$ cat config.mk
export PLATFORM = sky130hd
export DESIGN_NAME = fpu_op_scheduler
export DESIGN_NICKNAME = d
export VERILOG_FILES = /design/src/rtl/fpu_pkg.sv /design/src/rtl/fpu_special_detect.sv /design/src/rtl/fpu_op_scheduler.sv
export SDC_FILE = /design/constraint.sdc
export NUM_CORES = 1
export LEC_CHECK = 0
export ABC_AREA = 1
export BUFFER_PORTS_ARGS = -buffer_cell sky130_fd_sc_hd__buf_4
export CORE_ASPECT_RATIO = 1.4
export CORE_MARGIN = 5
export CORE_UTILIZATION = 47
export CTS_CLUSTER_DIAMETER = 60
export CTS_CLUSTER_SIZE = 28
export DETAILED_ROUTE_END_ITERATION = 10
export PLACE_DENSITY = 0.91
export SKIP_CTS_REPAIR_TIMING = 1
export SLEW_MARGIN = 10
export SYNTH_ARGS = -nofsm -noshare
export SYNTH_HDL_FRONTEND = slang
export SYNTH_HIERARCHICAL = 1
export SYNTH_SLANG_ARGS = --single-unit
$ cat constraint.sdc
create_clock -name clk -period 2.4 [get_ports clk]
set_clock_uncertainty 0.05 [all_clocks]
set_input_delay 0.12 -clock clk [delete_from_list [all_inputs] [get_ports clk]]
set_output_delay 0.12 -clock clk [all_outputs]
set_load 0.05 [all_outputs]
$ cat src/rtl/fpu_pkg.sv
// Shared FPU-side types and IEEE-754 single-precision classification helpers.
package fpu_pkg;

  typedef enum logic [2:0] {
    ST_IDLE  = 3'd0,
    ST_CHECK = 3'd1,
    ST_ISSUE = 3'd2,
    ST_WAIT  = 3'd3,
    ST_RESP  = 3'd4
  } state_t;

  localparam logic        OP_ADD       = 1'b0;
  localparam logic        OP_MUL       = 1'b1;
  localparam logic [7:0]  EXP_ALL_ONES = 8'hFF;
  localparam logic [31:0] NAN_WORD     = 32'hFFFF_FFFF;

  function automatic logic is_nan(input logic [31:0] x);
    return (x[30:23] == EXP_ALL_ONES) && (x[22:0] != 23'd0);
  endfunction

  function automatic logic is_inf(input logic [31:0] x);
    return (x[30:23] == EXP_ALL_ONES) && (x[22:0] == 23'd0);
  endfunction

  // Sign bit ignored: both +0 and -0 count as zero.
  function automatic logic is_zero(input logic [31:0] x);
    return x[30:0] == 31'd0;
  endfunction

endpackage

$ cat src/rtl/fpu_special_detect.sv
// Flags operand combinations whose IEEE-754 result is a fixed NaN, so the
// arithmetic core never needs to see them.
module fpu_special_detect
  import fpu_pkg::*;
(
  input  logic        op,
  input  logic [31:0] a,
  input  logic [31:0] b,
  output logic        special
);

  logic w_any_nan;
  logic w_inf_sub;
  logic w_zero_inf;

  assign w_any_nan  = is_nan(a) | is_nan(b);
  // Only opposite-signed infinities cancel under addition.
  assign w_inf_sub  = (op == OP_ADD) & is_inf(a) & is_inf(b) & (a[31] ^ b[31]);
  assign w_zero_inf = (op == OP_MUL) &
                      ((is_zero(a) & is_inf(b)) | (is_inf(a) & is_zero(b)));
  assign special    = w_any_nan | w_inf_sub | w_zero_inf;

endmodule

$ cat src/rtl/fpu_op_scheduler.sv
// Two-requester front end for one shared multi-cycle FP add/multiply core:
// round-robin grant, operand capture, special-case bypass, timeout abort.
module fpu_op_scheduler
  import fpu_pkg::*;
#(
  parameter int unsigned TIMEOUT = 64
) (
  input  logic        clk,
  input  logic        rst_n,
  input  logic        req0_valid,
  output logic        req0_ready,
  input  logic        req0_op,
  input  logic [31:0] req0_a,
  input  logic [31:0] req0_b,
  input  logic        req1_valid,
  output logic        req1_ready,
  input  logic        req1_op,
  input  logic [31:0] req1_a,
  input  logic [31:0] req1_b,
  output logic        rsp0_valid,
  input  logic        rsp0_ready,
  output logic [31:0] rsp0_result,
  output logic        rsp0_exc,
  output logic        rsp1_valid,
  input  logic        rsp1_ready,
  output logic [31:0] rsp1_result,
  output logic        rsp1_exc,
  output logic        core_start,
  output logic        core_op,
  output logic [31:0] core_a,
  output logic [31:0] core_b,
  input  logic        core_done,
  input  logic [31:0] core_result,
  output logic        busy,
  output state_t      dbg_state
);

  // Handshakes: a request transfers on a rising edge where reqN_valid and
  // reqN_ready are both high; a response transfers where rspN_valid and
  // rspN_ready are both high. Valid never depends on ready.

  localparam logic [15:0] TO_LAST = 16'(TIMEOUT - 1);

  state_t      r_state;
  state_t      w_state_nxt;
  logic        r_last;
  logic        r_owner;
  logic        r_op;
  logic [31:0] r_a;
  logic [31:0] r_b;
  logic [15:0] r_cnt;
  logic [31:0] r_result;
  logic        r_exc;

  logic w_idle;
  logic w_grant0;
  logic w_grant1;
  logic w_accept;
  logic w_special;
  logic w_timeout;
  logic w_rsp_taken;

  // r_last holds the id served most recently; a tie goes to the other one.
  assign w_grant1    = req1_valid & (~req0_valid | ~r_last);
  assign w_grant0    = req0_valid & ~w_grant1;
  assign w_idle      = (r_state == ST_IDLE);
  assign w_accept    = w_idle & (w_grant0 | w_grant1);
  assign w_timeout   = ((r_cnt + 16'd1) == TO_LAST);
  assign w_rsp_taken = r_owner ? rsp1_ready : rsp0_ready;

  fpu_special_detect u_special (
    .op      (r_op),
    .a       (r_a),
    .b       (r_b),
    .special (w_special)
  );

  always_comb begin
    w_state_nxt = r_state;
    case (r_state)
      ST_IDLE:  if (w_accept) w_state_nxt = ST_CHECK;
      ST_CHECK: w_state_nxt = w_special ? ST_RESP : ST_ISSUE;
      ST_ISSUE: w_state_nxt = ST_WAIT;
      ST_WAIT:  if (core_done || w_timeout) w_state_nxt = ST_RESP;
      ST_RESP:  if (w_rsp_taken) w_state_nxt = ST_IDLE;
      default:  w_state_nxt = ST_IDLE;
    endcase
  end

  always_ff @(posedge clk or negedge rst_n) begin
    if (!rst_n) r_state <= ST_IDLE;
    else        r_state <= w_state_nxt;
  end

  always_ff @(posedge clk or negedge rst_n) begin
    if (!rst_n) begin
      r_last   <= 1'b1;
      r_owner  <= 1'b0;
      r_op     <= 1'b0;
      r_a      <= 32'd0;
      r_b      <= 32'd0;
      r_cnt    <= 16'd0;
      r_result <= 32'd0;
      r_exc    <= 1'b0;
    end else begin
      if (w_accept) begin
        r_last  <= w_grant1;
        r_owner <= w_grant1;
        r_op    <= w_grant1 ? req1_op : req0_op;
        r_a     <= w_grant1 ? req1_a  : req0_a;
        r_b     <= w_grant1 ? req1_b  : req0_b;
      end
      if (r_state == ST_CHECK && w_special) begin
        r_result <= NAN_WORD;
        r_exc    <= 1'b1;
      end
      if (r_state == ST_ISSUE) r_cnt <= 16'd0;
      if (r_state == ST_WAIT) begin
        r_cnt <= r_cnt + 16'd1;
        if (core_done) begin
          r_result <= core_result;
          r_exc    <= 1'b0;
        end else if (w_timeout) begin
          r_result <= NAN_WORD;
          r_exc    <= 1'b1;
        end
      end
    end
  end

  // rst_n gating keeps the readies low while reset is held with requests pending.
  assign req0_ready  = w_idle & rst_n & w_grant0;
  assign req1_ready  = w_idle & rst_n & w_grant1;
  assign rsp0_valid  = (r_state == ST_RESP) & ~r_owner;
  assign rsp1_valid  = (r_state == ST_RESP) &  r_owner;
  assign rsp0_result = r_result;
  assign rsp1_result = r_result;
  assign rsp0_exc    = r_exc;
  assign rsp1_exc    = r_exc;
  assign core_start  = (r_state == ST_ISSUE);
  assign core_op     = r_op;
  assign core_a      = r_a;
  assign core_b      = r_b;
  assign busy        = ~w_idle;
  assign dbg_state   = r_state;

endmodule

; ---- Word level (Yosys, flattened, before mapping)
; Index checks and enable logic that the tools add are counted.
[totals]
in_bits = 169
output_inout_bits = 140
word_cells = 81
regBits = 119
[op_classes]
muxes = 19
add_sub_neg = 1
n_bitwise = 27
n_reduce_logical = 15
n_eq_ne = 10
[op_table]
columns = op, count
row1 = 2-to-1 mux 32 bit, 6
row2 = zero test 31 bit, 2
row3 = zero test 23 bit, 2
row4 = nonzero test 23 bit, 2
row5 = 2-to-1 mux 16 bit, 2
row6 = "adder 16 x 1 -> 16 bit, second input constant", 1
row7 = "== test 16 x 6 -> 1 bit, second input constant", 1
row8 = "== test 8 bit, second input constant", 2
row9 = one-hot mux 3 bit (5 select lines), 1
row10 = bitwise AND 1 bit, 14
row11 = 2-to-1 mux 3 bit, 4
row12 = "== test 3 x 2 -> 1 bit, second input constant", 2
row13 = 2-to-1 mux 1 bit, 6
row14 = NOT 1 bit, 6
row15 = OR 1 bit, 6
row16 = logical AND 1 bit, 5
row17 = "inequality test 2 bit, second input constant", 2
row18 = "== test 3 x 1 -> 1 bit, second input constant", 1
row19 = "== test 3 bit, second input constant", 1
row20 = zero test 3 bit, 1
row21 = AND reduction 3 bit, 1
row22 = "inequality test 2 x 1 -> 1 bit, second input constant", 1
row23 = nonzero test 2 bit, 1
row24 = logical OR 1 bit, 1
row25 = bitwise XOR 1 bit, 1

; ---- Depth between registers and ports, before layout
; Gate-level depths: netlist (run 1).
[depth]
word_depth = 12
depth_mapped = 16
depth_no_buf = 15

; ---- By module
; Netlist (run 1), hierarchy kept.
[by_module_without_submodules]
columns = mod, instances, seq_area_each_um2, cells_each, area_per_inst_um2
row1 = fpu_op_scheduler, 1, 2979.1, 796, 6258.5
row2 = fpu_special_detect, 1, 0.0, 87, 365.4

; ---- Worst setup path after synthesis (run 1)
; No wires, ideal clock.
[synth_timing]
kind = register -> register
start = reg r_a[15] (netlist: core_a[15])
end = reg r_result[2] (netlist: rsp0_result[2])
arrival_ns = 1.901
path_stages_with_launch = 16
n_path_buf = 1
setup_ns = 0.113
slack_ns = 0.336
required_ns = 2.237
period_less_slack_ns = 2.064
path_cell_list = dfrtp_1 > nor2_1 > nand2_1 > nor2_1 > nand2_1 > nor2_2 > nand2_1 > a21oi_1 > nand2_1 > nand2_1 > nand2_1 > inv_1 > buf_2 > nand3_1 > nand2_1 > inv_1
[synth_between]
elab_chain_cells = 12
elab_cells_between_ends = 20
cone_classes = mux: 4 / bitwise: 10 / reduce/logical: 6
[synth_rtl]
columns = item, line
row1 = from (decl), fpu_op_scheduler.sv:49  ; logic [31:0] r_a;
row2 = from (signal assigned), fpu_op_scheduler.sv:110  ; r_a <= w_grant1 ? req1_a : req0_a;
row3 = zero test 23 bit, fpu_pkg.sv:22  ; return (x[30:23] == EXP_ALL_ONES) && (x[22:0] == 23'd0);
row4 = logical AND 1 bit, fpu_pkg.sv:22
row5 = bitwise AND 1 bit (3 in series), fpu_special_detect.sv:18  ; assign w_inf_sub = (op == OP_ADD) & is_inf(a) & is_inf(b) & (a[31] ^ b[31]);
row6 = OR 1 bit, fpu_special_detect.sv:21  ; assign special = w_any_nan | w_inf_sub | w_zero_inf;
row7 = OR 1 bit *, fpu_special_detect.sv:21
row8 = net w_special, fpu_op_scheduler.sv:59  ; logic w_special;
row9 = logical AND 1 bit *, fpu_op_scheduler.sv:113  ; if (r_state == ST_CHECK && w_special) begin
row10 = 2-to-1 mux 32 bit *, fpu_op_scheduler.sv:113
row11 = 2-to-1 mux 32 bit, fpu_op_scheduler.sv:123  ; end else if (w_timeout) begin
row12 = 2-to-1 mux 32 bit, fpu_op_scheduler.sv:120  ; if (core_done) begin
row13 = 2-to-1 mux 32 bit *, fpu_op_scheduler.sv:118  ; if (r_state == ST_WAIT) begin
row14 = to (signal assigned), fpu_op_scheduler.sv:121  ; r_result <= core_result;
row15 = to (decl), fpu_op_scheduler.sv:52  ; logic [31:0] r_result;
; Mark *: on every way through the listed nets, which the timed path passes. The rest lies on a longest branch.
; A chain may end at the register's enable or synchronous reset.

; ---- Worst setup path after layout (run 1)
[layout_timing]
start = reg r_b[7] (netlist: core_b[7])
end = reg r_result[8] (netlist: rsp0_result[8])
[layout_between]
elab_chain_cells = 11
elab_cells_between_ends = 19
cone_classes = mux: 4 / bitwise: 9 / reduce/logical: 6
[layout_rtl]
columns = item, line
row1 = from (decl), fpu_op_scheduler.sv:50  ; logic [31:0] r_b;
row2 = from (signal assigned), fpu_op_scheduler.sv:111  ; r_b <= w_grant1 ? req1_b : req0_b;
row3 = zero test 23 bit, fpu_pkg.sv:22
row4 = logical AND 1 bit, fpu_pkg.sv:22
row5 = "bitwise AND 1 bit, on equally long branches", "fpu_special_detect.sv:18, fpu_special_detect.sv:20"
row6 = bitwise AND 1 bit or OR 1 bit (tied branches), "fpu_special_detect.sv:18, fpu_special_detect.sv:20"
row7 = OR 1 bit or bitwise AND 1 bit (tied branches), "fpu_special_detect.sv:21, fpu_special_detect.sv:19"
row8 = OR 1 bit *, fpu_special_detect.sv:21
row9 = net w_special, fpu_op_scheduler.sv:59
row10 = logical AND 1 bit *, fpu_op_scheduler.sv:113
row11 = 2-to-1 mux 32 bit *, fpu_op_scheduler.sv:113
row12 = 2-to-1 mux 32 bit, fpu_op_scheduler.sv:123
row13 = 2-to-1 mux 32 bit, fpu_op_scheduler.sv:120
row14 = 2-to-1 mux 32 bit *, fpu_op_scheduler.sv:118
; Marks and branches as above.

==> impl_metrics.py, run 1 <==
metrics = {
    "die": {
        "io_pins": 309,
        "start_util": 0.478,
        "num_rows": 51,
        "die_height_um": 150,
        "die_w_um": 110,
        "die_area_mm2": 0.0166,
        "core_mm2": 0.0138,
    },
    "worst_hold_path": {
        "min_from": "req1_b[28]",
        "hold_class": "primary input to flop",
        "hold_depth": 3,
        "hold_end": "core_b[28]",
    },
    "synth": {
        "synth-seq-area-share": 0.450,
        "syn_area_per_cell_um2": 7.50,
        "synthArstFlopShare": 1.00,
        "synth_edf_count": 0,
        "ys_ff_latch": 119,
        "synth-warning-count": 6,
        "synth.net_count": 1054,
        "syn_inst": 883,
        "synth_flop_cell": "dfrtp_1",
        "syn-cell-area_mm2": 0.00662,
        "ys_types": 30,
    },
    "drt": {
        "wl_per_cell_um": 18.8,
        "route.detailed.drc": 0,
        "drtAntennaViolNets": 0,
        "vias": 7870,
        "dr.pass1.iters": 5,
        "drt_iter0_drc": 496,
        "postRouteWirelength_mm": 27.3,
        "viasPerCell": 5.42,
    },
    "clock_tree": {
        "cts_tree": "yes",
        "cts_buffers": 17,
        "clock_latency_ns": 0.42,
        "cts_buffer_depth": 2,
        "cts_root_buf": "clkbuf_16",
        "clock_sinks": 119,
        "cts_max_level": 4,
        "cts.reportedPaths.clkPinSlew_ns": 0.06,
    },
    "pwr": {
        "peakVddDrop_uv": 1060,
        "seq_power_share": 0.243,
        "internal_power_mw": 7.22,
        "switching_share": 0.538,
        "p_per_area_mw_per_mm2": 1480,
        "clkPwrFrac": 0.178,
        "power_switching_mw": 8.40,
        "combPwrFrac": 0.579,
        "p_leak_nw": 5.34,
    },
    "status": {
        "status": "complete, but fails checks",
        "violations": "negative hold slack",
    },
    "worst_setup_path": {
        "reg2reg_to": "rsp0_result[8]",
        "cp_cell_sequence": "nor2_1, nand2_1, nor2_1, nand3_1, nand2_1, inv_1, a21oi_1, nand2_1, nand2_1, nand2_1, inv_1, buf_12, nand3_2, nand2_1, inv_1",
        "r2r-start": "core_b[7]",
        "regToRegSetupSlack_ns": 0.08,
        "crit_top_cell": "nand2_1",
        "max_stage_delay_ns": 0.42,
        "start_kind": "flop",
        "crit_arrival_ns": 2.58,
        "ff2ff_path_depth": 15,
        "slowest_stage": "dfrtp_1",
        "crit_buf_inv": 4,
        "path_depth": 15,
        "worstPathRequired_ns": 2.65,
        "path_max_fanout": 33,
        "cpLargestDelayFamily": "simple AND/OR/NAND/NOR gates",
        "worstSetupEndpointType": "flop",
        "crit_type": "flop to flop",
    },
    "final_layout": {
        "final_common_cell": "buf_4",
        "final_util": 0.764,
        "postLayoutCellArea_mm2": 0.0106,
        "final_nets": 1424,
        "syn_to_final_growth_pct": 59.6,
        "n_fill_cell": 813,
        "final_cell_mix": "buf_4 (317), nand2_1 (181), o21ai_0 (136)",
        "layout-drive-gt1-share": 0.338,
    },
    "grt": {
        "use_met3": 0.0802,
        "grt_pass1_wl_mm": 33.6,
        "grt_use_met2": 0.456,
        "grt_max_degree": 67,
        "grt_pass1_vias": 6803,
        "use_met1": 0.286,
        "busiest_layer": "met2",
        "grtUsageTotal": 0.262,
        "grt_overflow": 0,
        "antenna_found_initial": 1,
    },
    "place": {
        "io_buffers": 308,
        "place_congestion": 0.861,
        "hpwl_mm": 16.2,
        "placed_cell_area_mm2": 0.00890,
    },
    "timing": {
        "worst_pin_slew_ns": 0.846,
        "relSlewSlack": 0.436,
        "slew_viol_final": 0,
        "setup_viol": 0,
        "fmax_mhz": 430,
        "fin_crit_sh": 0.968,
        "hold_viol_final": 17,
        "holdWs_ns": -0.0458,
        "post-route-min-period_ns": 2.32,
    },
    "job": {
        "cap_viol_max_count": 0,
    },
}
## metal layers
layer  vias to the layer above  part of all wire
li1                       3488                 -
met2                       582              0.50
met5                         -                 0
met1                      3628              0.33
met4                         0             0.065
met3                       172              0.10
## kinds of logic (layout without fill, tap and decap cells)
family	Yosys count	after routing	synth area share
buf+inv	175	558	0.123
compound gates	155	155	0.119
flops	119	119	0.450
xor+xnor	2	2	0.00264
simple gates	430	430	0.302
fa+ha+maj	2	2	0.00378
other cells	0	2	0
## power groups by stage
stage	clock (mW)	combinational, mW	sequential (mW)
2_1_floorplan	0	3.38	6.34
3_3_place_gp	0	8.45	3.67
3_5_place_dp	0	8.61	3.71
4_1_cts	2.78	8.63	3.70
5_1_grt	2.88	9.53	3.90
6_report	2.78	9.04	3.80
## synthesized netlist by cell type (all sizes together) (5+ instances only)
cell    instances  area (um^2)
o22ai           5         31.3
nor3            6         30.0
clkbuf         31          116
or2            32          200
nand3          50          395
buf            42          314
nand4          11         68.8
inv           102          383
dfrtp         118         2950
o21ai         146          731
nand2         186          708
nor2          143          579
## layout make-up
type / count / area, um^2 / area share
Multi-Input combinational cell: 589 / 2850 / 0.270
Sequential cell: 119 / 2980 / 0.282
Clock inverter: 14 / 201 / 0.0191
Antenna cell: 2 / 5.00 / 0.000473
Timing Repair Buffer: 424 / 3490 / 0.330
Tap cell: 185 / 231 / 0.0219
Clock buffer: 18 / 429 / 0.0406
Inverter: 102 / 383 / 0.0362
## worst max-delay path by stage
stage	from	to	slack, ns
after floorplan	core_a[15]	rsp0_result[2]	0.34
after global placement	r_cnt[1]	rsp0_result[1]	0.27
after detailed placement	r_cnt[1]	rsp0_result[19]	0.22
after CTS	r_cnt[1]	rsp0_result[19]	0.19
after global routing	core_b[7]	rsp0_result[31]	-0.12
final	core_b[7]	rsp0_result[8]	0.08
## registers in the layout (all words and copies together) (netlist names)
register and flops:
core_a 32, core_b 32, core_op 1, dbg_state 3, r_cnt 16, r_last 1
r_owner 1, rsp0_exc 1, rsp0_result 32
## worst min-delay path, stage by stage
cell     delay (ns)
buf_4          0.08
nor2_1         0.03
o21ai_0        0.15
## through the flow
stage	hold WS (ns)	TNS, ns	std cells	power, mW	setup WS, ns
finish	-0.0458	0	1453	15.6	0.0766
CTS	-0.539	0	1348	15.1	0.189
floorplan	-0.226	0	883	9.72	0.336
global placement	-0.100	0	1316	12.1	0.274
detailed placement	-0.103	0	1316	12.3	0.223
global route	-0.0136	-2.08	1452	16.3	-0.121
(Power assumes the default switching activity.)
==> run 2: changes to the inputs <==
- CORE_UTILIZATION: 47 -> 43
- PLACE_DENSITY: 0.91 -> 0.88
- SETUP_SLACK_MARGIN: default -> 0.2
- clock period: 2.4 -> 1.9 ns (I/O delays scaled with it)
==> impl_metrics.py, run 2 (synthesis gave the netlist of run 1 again) <==
metrics = {
    "status": {
        "status": "complete, but fails checks",
        "violations": "negative hold slack, negative setup slack",
    },
    "final_layout": {
        "final_nets": 1551,
        "final_common_cell": "buf_4",
        "final_cell_mix": "buf_4 (374), nand2_1 (163), dlygate4sd3_1 (143)",
        "layout-drive-gt1-share": 0.454,
        "postLayoutCellArea_mm2": 0.0122,
        "final_cells": 1586,
        "syn_to_final_growth_pct": 83.6,
        "final_util": 0.808,
    },
    "grt": {
        "grt_overflow": 0,
        "grtUsageTotal": 0.243,
        "grt_pass1_wl_mm": 34.7,
        "antenna_found_initial": 0,
        "grt_pass1_vias": 7193,
        "grt_max_degree": 115,
    },
    "die": {
        "num_rows": 53,
        "die_w_um": 115,
        "start_util": 0.440,
        "die_area_mm2": 0.0180,
        "core_mm2": 0.0151,
        "io_pins": 309,
        "die_height_um": 157,
    },
    "worst_hold_path": {
        "min_from": "req0_a[12]",
        "hold_class": "primary input to flop",
        "hold_depth": 3,
        "hold_end": "core_a[12]",
    },
    "worst_setup_path": {
        "start_kind": "flop",
        "crit_arrival_ns": 2.48,
        "regToRegSetupSlack_ns": -0.32,
        "crit_type": "flop to flop",
        "worstSetupEndpointType": "flop",
        "worstPathRequired_ns": 2.16,
        "path_max_fanout": 5,
        "ff2ff_path_depth": 16,
        "reg2reg_to": "rsp0_result[18]",
        "r2r-start": "core_b[4]",
    },
    "clock_tree": {
        "cts.reportedPaths.clkPinSlew_ns": 0.06,
        "clock_sinks": 119,
        "cts_max_level": 4,
        "cts_root_buf": "clkbuf_16",
        "cts_buffer_depth": 2,
        "cts_buffers": 17,
        "cts_tree": "yes",
        "clock_latency_ns": 0.43,
    },
    "drt": {
        "drtAntennaViolNets": 0,
        "wl_per_cell_um": 21.3,
        "postRouteWirelength_mm": 33.8,
        "dr.pass1.iters": 6,
        "route.detailed.drc": 0,
        "drt_iter0_drc": 731,
        "viasPerCell": 5.67,
        "vias": 8993,
    },
    "timing": {
        "fmax_mhz": 451,
        "hold_viol_final": 9,
        "fin_setup_tns_ns": -8.98,
        "slew_viol_final": 0,
        "setup_viol": 39,
        "relSlewSlack": 0.577,
        "post-route-min-period_ns": 2.22,
        "worst_pin_slew_ns": 0.634,
        "rsz0062_at_grt": "yes",
        "setup_ws_ns": -0.319,
        "holdWs_ns": -0.0458,
        "fin_crit_sh": 1.17,
    },
    "pwr": {
        "p_leak_nw": 5.98,
        "p_per_area_mw_per_mm2": 1810,
        "peakVddDrop_uv": 1530,
    },
    "place": {
        "hpwl_mm": 17.2,
        "dp_cells": 1376,
        "io_buffers": 308,
        "placed_cell_area_mm2": 0.00946,
        "place_congestion": 0.893,
    },
    "job": {
        "cap_viol_max_count": 0,
    },
}
## run 2: cell types whose count changed in the layout (fill, tap and decap cells not counted), moves of 18 or more
cell | before | now
nand2_1 | 181 | 163
dfrtp_1 | 118 | 56
o21ai_0 | 136 | 93
nor2_1 | 132 | 114
dlygate4sd3_1 | 103 | 143
o21ai_1 | 9 | 49
dfrtp_2 | 0 | 62
buf_4 | 317 | 374
## run 2: layout make-up
cell class	instances	area [um^2]
Antenna cell	1	2.50
Clock buffer	18	439
Multi-Input combinational cell	589	3070
Timing Repair Buffer	551	4800
Tap cell	192	240
Inverter	102	403
Clock inverter	14	151
Sequential cell	119	3060
Fill cell	757	2890
## run 2: critical path: stages, from the launching register on
cell and delay (ns):
dfrtp_2 0.42, nor2_1 0.16, nand2_1 0.12, nor2_1 0.25, nand3_1 0.11, nand2_1 0.07, inv_1 0.04, a21oi_2 0.11
nand2_2 0.10, nand2_2 0.09, nand2_2 0.06, inv_4 0.09, buf_6 0.11, clkbuf_16 0.14, nand3_2 0.06, nand2_1 0.08
inv_1 0.05
## run 2: metrics by stage
stage	setup WS [ns]	power (mW)
CTS	-0.225	19.8
finish	-0.319	22.0
detailed placement	-0.204	16.6
global placement	-0.162	16.3
floorplan	0.0336	12.5
global route	-0.382	22.7
## run 2: how the worst max path moves through the flow
stage	startpoint	end	slack (ns)	depth (start not counted)
floorplan	core_a[15]	rsp0_result[2]	0.03	15
global placement	core_a[19]	rsp0_result[16]	-0.16	15
detailed placement	core_a[20]	rsp0_result[13]	-0.20	15
CTS	r_cnt[0]	rsp0_result[1]	-0.23	14
global route	core_b[4]	rsp0_result[6]	-0.38	17
finish	core_b[4]	rsp0_result[18]	-0.32	16
## run 2: where the power goes
group / switching [mW] / leakage [nW] / internal [mW]
combinational: 9.29 / 4.35 / 4.57
sequential: 1.12 / 1.36 / 3.76
clock: 1.29 / 0.275 / 1.97
total: 11.7 / 5.98 / 10.3
## run 2: per-layer routing
metal | wire length [um] | track usage | up-vias | part of all wire
met5 | 0 | 0 | - | 0
met4 | 2790 | 0.101 | 0 | 0.083
met3 | 3430 | 0.0650 | 251 | 0.10
met2 | 16700 | 0.448 | 794 | 0.49
met1 | 10900 | 0.258 | 4204 | 0.32
li1 | - | - | 3744 | -
